===== src/rtl/pipeline_stage_reg_pkg.sv =====
// Shared pipeline-register constants: control-field layout, NOP encoding and
// per-stage bundle widths.
package pipeline_stage_reg_pkg;

    localparam int DATA_W_DEF = 64;
    localparam int CTRL_W_DEF = 16;

    localparam int IFID_DATA_W = 64;
    localparam int IFID_CTRL_W = 16;
    localparam int IDEX_DATA_W = 64;
    localparam int IDEX_CTRL_W = 16;

    localparam int CTRL_ALU_OP_LSB   = 0;
    localparam int CTRL_ALU_OP_W     = 4;
    localparam int CTRL_ALU_SRCB_LSB = 4;
    localparam int CTRL_ALU_SRCB_W   = 2;
    localparam int CTRL_REG_DST      = 6;
    localparam int CTRL_MEMTOREG     = 7;
    localparam int CTRL_REG_WRITE    = 8;
    localparam int CTRL_MEM_READ     = 9;
    localparam int CTRL_MEM_WRITE    = 10;
    localparam int CTRL_HALT         = 11;
    localparam int CTRL_OUTPUT       = 12;

    localparam logic [CTRL_ALU_OP_W-1:0] OPCODE_NOP = '0;

    // A NOP selects the NOP ALU op with every write/memory/halt strobe cleared.
    localparam logic [CTRL_W_DEF-1:0] CTRL_NOP =
        CTRL_W_DEF'(OPCODE_NOP) << CTRL_ALU_OP_LSB;

    function automatic bit depth_is_legal(input int depth);
        return (depth == 1) || (depth == 2);
    endfunction

endpackage


===== src/rtl/pipe_entry_reg.sv =====
// One pipeline entry: valid flag plus control and data payload, with
// load and clear (clear wins).
module pipe_entry_reg #(
    parameter int CTRL_W = 16,
    parameter int DATA_W = 64
) (
    input  logic              clk,
    input  logic              reset_n,
    input  logic              load_i,
    input  logic              clear_i,
    input  logic [CTRL_W-1:0] ctrl_i,
    input  logic [DATA_W-1:0] data_i,
    output logic              valid_o,
    output logic [CTRL_W-1:0] ctrl_o,
    output logic [DATA_W-1:0] data_o
);

    logic              valid_q, valid_d;
    logic [CTRL_W-1:0] ctrl_q, ctrl_d;
    logic [DATA_W-1:0] data_q, data_d;

    always_comb begin
        valid_d = valid_q;
        ctrl_d  = ctrl_q;
        data_d  = data_q;
        if (clear_i) begin
            valid_d = 1'b0;
        end else if (load_i) begin
            valid_d = 1'b1;
            ctrl_d  = ctrl_i;
            data_d  = data_i;
        end
    end

    always_ff @(posedge clk or negedge reset_n) begin
        if (!reset_n) begin
            valid_q <= 1'b0;
            ctrl_q  <= '0;
            data_q  <= '0;
        end else begin
            valid_q <= valid_d;
            ctrl_q  <= ctrl_d;
            data_q  <= data_d;
        end
    end

    assign valid_o = valid_q;
    assign ctrl_o  = ctrl_q;
    assign data_o  = data_q;

endmodule


===== src/rtl/pipeline_stage_reg.sv =====
// Generic pipeline-stage register with valid/ready handshake, stall, flush and
// bubble; DEPTH=2 adds a skid entry so in_ready does not depend on out_ready.
module pipeline_stage_reg
    import pipeline_stage_reg_pkg::*;
#(
    parameter int                DATA_W   = DATA_W_DEF,
    parameter int                CTRL_W   = CTRL_W_DEF,
    parameter logic [CTRL_W-1:0] NOP_CTRL = CTRL_W'(CTRL_NOP),
    parameter int                DEPTH    = 1
) (
    input  logic              clk,
    input  logic              reset_n,
    input  logic              flush,
    input  logic              stall,
    input  logic              bubble,
    input  logic              in_valid,
    output logic              in_ready,
    input  logic [CTRL_W-1:0] in_ctrl,
    input  logic [DATA_W-1:0] in_data,
    output logic              out_valid,
    input  logic              out_ready,
    output logic [CTRL_W-1:0] out_ctrl,
    output logic [DATA_W-1:0] out_data,
    output logic [1:0]        occupancy
);

    if (!depth_is_legal(DEPTH)) begin : g_bad_depth
        $error("pipeline_stage_reg: DEPTH must be 1 or 2");
    end

    logic              head_valid, skid_valid;
    logic [CTRL_W-1:0] head_ctrl, skid_ctrl, head_ctrl_d;
    logic [DATA_W-1:0] head_data, skid_data, head_data_d;
    logic              head_load, head_clr, skid_load, skid_clr;
    logic              room, push, pop;

    always_comb begin
        if (DEPTH == 1) room = ~head_valid | out_ready;
        else            room = ~(head_valid & skid_valid);
    end

    assign in_ready = reset_n & ~stall & ~flush & ~bubble & room;
    assign push     = in_valid & in_ready;
    assign pop      = head_valid & out_ready & ~stall & ~flush;

    // Skid always refills the head first, which keeps the order strictly FIFO.
    always_comb begin
        head_load   = 1'b0;
        head_clr    = 1'b0;
        skid_load   = 1'b0;
        skid_clr    = 1'b0;
        head_ctrl_d = in_ctrl;
        head_data_d = in_data;
        if (flush) begin
            head_clr = 1'b1;
            skid_clr = 1'b1;
        end else if (pop) begin
            if (skid_valid) begin
                head_load   = 1'b1;
                head_ctrl_d = skid_ctrl;
                head_data_d = skid_data;
                skid_load   = push;
                skid_clr    = ~push;
            end else begin
                head_load = push;
                head_clr  = ~push;
            end
        end else if (push) begin
            head_load = ~head_valid;
            skid_load = head_valid;
        end
    end

    pipe_entry_reg #(.CTRL_W(CTRL_W), .DATA_W(DATA_W)) u_head (
        .clk     (clk),
        .reset_n (reset_n),
        .load_i  (head_load),
        .clear_i (head_clr),
        .ctrl_i  (head_ctrl_d),
        .data_i  (head_data_d),
        .valid_o (head_valid),
        .ctrl_o  (head_ctrl),
        .data_o  (head_data)
    );

    if (DEPTH == 2) begin : g_skid
        pipe_entry_reg #(.CTRL_W(CTRL_W), .DATA_W(DATA_W)) u_skid (
            .clk     (clk),
            .reset_n (reset_n),
            .load_i  (skid_load),
            .clear_i (skid_clr),
            .ctrl_i  (in_ctrl),
            .data_i  (in_data),
            .valid_o (skid_valid),
            .ctrl_o  (skid_ctrl),
            .data_o  (skid_data)
        );
    end else begin : g_no_skid
        logic unused_skid;
        assign unused_skid = skid_load | skid_clr;
        assign skid_valid  = 1'b0;
        assign skid_ctrl   = '0;
        assign skid_data   = '0;
    end

    assign out_valid = head_valid;
    assign out_ctrl  = head_valid ? head_ctrl : NOP_CTRL;
    assign out_data  = head_valid ? head_data : '0;
    assign occupancy = {1'b0, head_valid} + {1'b0, skid_valid};

endmodule


===== config.mk =====
export PLATFORM = sky130hd
export DESIGN_NAME = pipeline_stage_reg
export DESIGN_NICKNAME = d
export VERILOG_FILES = /design/src/rtl/pipeline_stage_reg_pkg.sv /design/src/rtl/pipe_entry_reg.sv /design/src/rtl/pipeline_stage_reg.sv
export SDC_FILE = /design/constraint.sdc
export NUM_CORES = 1
export LEC_CHECK = 0
export CAP_MARGIN = 20
export CORE_AREA = 2 2 105 107
export DETAILED_ROUTE_END_ITERATION = 8
export DIE_AREA = 0 0 107 109
export PLACE_DENSITY = 0.77
export SYNTH_ARGS = -nofsm -noshare
export SYNTH_HDL_FRONTEND = slang
export SYNTH_SLANG_ARGS = --single-unit

===== constraint.sdc =====
create_clock -name clk -period 1.25 [get_ports clk]
set_input_delay 0.25 -clock clk [delete_from_list [all_inputs] [get_ports clk]]
set_output_delay 0.25 -clock clk [all_outputs]
set_load 0.05 [all_outputs]

==> impl_metrics.ini <==
[grt]
grt_pass1_vias = 2998
overflow = 0
grt_pass1_wl_microns = 16000
grt_max_degree = 43
track_usage = 0.182
antenna_found_initial = 0

[logic_synthesis]
synth_top_area_share = 0.517
synth-warning-count = 0
synthMostInstantiatedCell = dfrtp_1
synth_top_cell_by_area = dfrtp_1
synth_area_leaders = dfrtp_1 (52%), mux2_4 (30%), and2_1 (13%)
ys_types = 14
syn_inst = 270
ys_seq_area_frac = 0.517
synth-async-reset-ratio = 1.00
synth-edff-count = 0
synthFlopType = dfrtp_1
synth_commonest_cells = dfrtp_1 (81), and2_1 (80), mux2_4 (79)
synth_nets = 357
synth_area_sq_um = 3920
syn_area_per_cell_sq_um = 14.5
ys_ff_latch = 81

[placed_design]
routabilityCongestion = 0.727
dp_hpwl_microns = 7160
portBuffers = 169
dpl_cell_area_sq_um = 6770
place_ws_ns = -0.997
dp.cells = 567

[cells_and_area]
postLayoutCellArea_sq_um = 7050
layoutNonFillerInstCount = 585
drive_gt1_frac = 0.613
finalNetCount = 527
synthToLayoutAreaGrowth_pct = 79.7
postLayoutCoreUtil = 0.665
antenna_cells = 0

[routing]
wl_per_cell_microns = 17.3
drt-initial-drc-count = 112
num_vias = 2658
wirelength_microns = 10100
drc = 0
antenna_left = 0
vias_per_cell = 4.54
drt_pass1_iterations = 4

[timing]
min_period_ns = 1.69
relSlewSlack = 0.651
whs_ns = 0.0256
drv_slew = 0
finalWorstSetupSlack_ns = -0.437
fin_worst_skew_ns = 0.00722
final_hold_viol_count = 0
rsz0062_at_grt = yes
finalSetupViolations = 163
fin_crit_sh = 1.35
max_freq_mhz = 593
worstMarginPinSlew_ns = 0.523

[pwr]
powerDensity_nw_per_um2 = 1060
ir_worst_vdd_v = 0.000655
power_leakage_nw = 3.33

[cts]
root_buffer = clkbuf_8
clockBufferDepth = 2
cts-buffers-inserted = 9
worstSkewPairLatency_ns = 0.35
h-tree-depth = 3
cts_tree = yes
cts.sinks = 81
clk_pin_slew_ns = 0.08
holdBufCountCts = 0

[critical_path]
cp.arrival_ns = 1.92
crit_path_start_kind = flip-flop
cp_cell_sequence = buf_4 > a211o_4 > buf_12 > mux2_4
path_depth = 4
cpMaxStageDelayCell = dfrtp_2
crit_required_ns = 1.49
cp_top_family = flip-flops
cpPeakStageDelay_ns = 0.48
cp_max_fo = 36
critical_path.endpoint_type = flip-flop
critical_path_class = flip-flop to flip-flop
cp.buffers_inverters = 2
reg2regPathDepth = 4

[status]
violations = negative setup slack
outcome = finished, violations left

[min_path]
hp-class = input port to async pin

[run]
max_cap_violations = 0

[die]
start_util = 0.370
rows = 38
die_area_sq_um = 11700
die_x_microns = 107
io_pins = 171
design.core.area_sq_um = 10600
die_h_microns = 109
[final timing paths]
path | startpoint | end | slack [ns]
max | u_head.valid_o | u_head.ctrl_o[12] | -0.44
min | reset_n | u_head.ctrl_o[11] | 0.03
max reg2reg | u_head.valid_o | u_head.ctrl_o[12] | -0.44
min reg2reg | u_head.data_o[6] | u_head.data_o[6] | 0.51
max in group asynchronous | reset_n | u_head.valid_o | 0.29
min in group clk | stall | u_head.valid_o | 0.29
[power by group]
part           switching [mW]  internal (mW)  leakage (nW)  total [mW]
combinational           0.620           1.34          2.24        1.96
clock                   0.943          0.972        0.0953        1.91
sequential              0.369           3.22         0.993        3.59
[kinds of logic after synthesis]
logic type	share of synthesized area
buffers and inverters	0.0402
DFF	0.517
muxes	0.305
other	0.000956
AOI/OAI and AO/OA	0.00542
and+or+nand+nor	0.131
[flip-flops by register name (all words and copies together), names as in the netlist]
| register | cells |
|---|---|
| u_head.data_o | 64 |
| u_head.ctrl_o | 16 |
| u_head.valid_o | 1 |
[layer usage]
metal / track usage / wire, microns / vias up / part of all wire
met4: 0.0742 / 161 / 0 / 0.016
li1: - / - / 1221 / -
met1: 0.223 / 4000 / 1317 / 0.40
met5: 0 / 0 / - / 0
met2: 0.307 / 5270 / 107 / 0.52
met3: 0.0490 / 686 / 13 / 0.068
[through the flow]
step,TNS (ns),power [mW]
finish,-65.02,7.47
global route,-73.41,7.82
CTS,-67.07,7.58
floorplan,-48.61,4.77
global placement,-122.48,5.49
detailed placement,-128.49,5.59
[cell usage in the layout, fill, tap and decap left out]
| cell type | netlist | final |
|---|---|---|
| dfrtp_2 | 0 | 1 |
| clkinvlp_4 | 0 | 2 |
| clkdlybuf4s50_1 | 0 | 82 |
| dfrtp_1 | 81 | 80 |
| o211ai_1 | 1 | 1 |
| a211o_4 | 0 | 1 |
| or4b_4 | 0 | 1 |
| conb_1 | 1 | 1 |
| buf_12 | 0 | 86 |
| a21oi_4 | 0 | 1 |
| clkinv_2 | 0 | 2 |
| clkbuf_8 | 0 | 10 |
| and2_4 | 0 | 80 |
| mux2_2 | 1 | 1 |
| nand2_1 | 1 | 1 |
| buf_6 | 8 | 1 |
| buf_4 | 3 | 5 |
| inv_1 | 3 | 3 |
| clkbuf_1 | 9 | 1 |
| clkdlybuf4s15_1 | 0 | 3 |
| buf_16 | 0 | 2 |
| mux2_4 | 79 | 79 |
| bufinv_16 | 0 | 1 |
[timing repair]
item,in CTS,in global routing
buffers inserted,1,0
pin swaps,12,12
cloned,1,0
gates resized for setup,15,1
endpoints found under the setup margin,164,163
[area by class of cell]
type                       count  area [sq um]
clock buffer                  11           141
clock inverter                 5          55.1
sequential                    81          2030
timing repair buffer         179          2680
inverter                       3          11.3
fill                         738          3550
tap                          140           175
multi-input combinational    166          1960
Power figures use the tool's default switching activity.
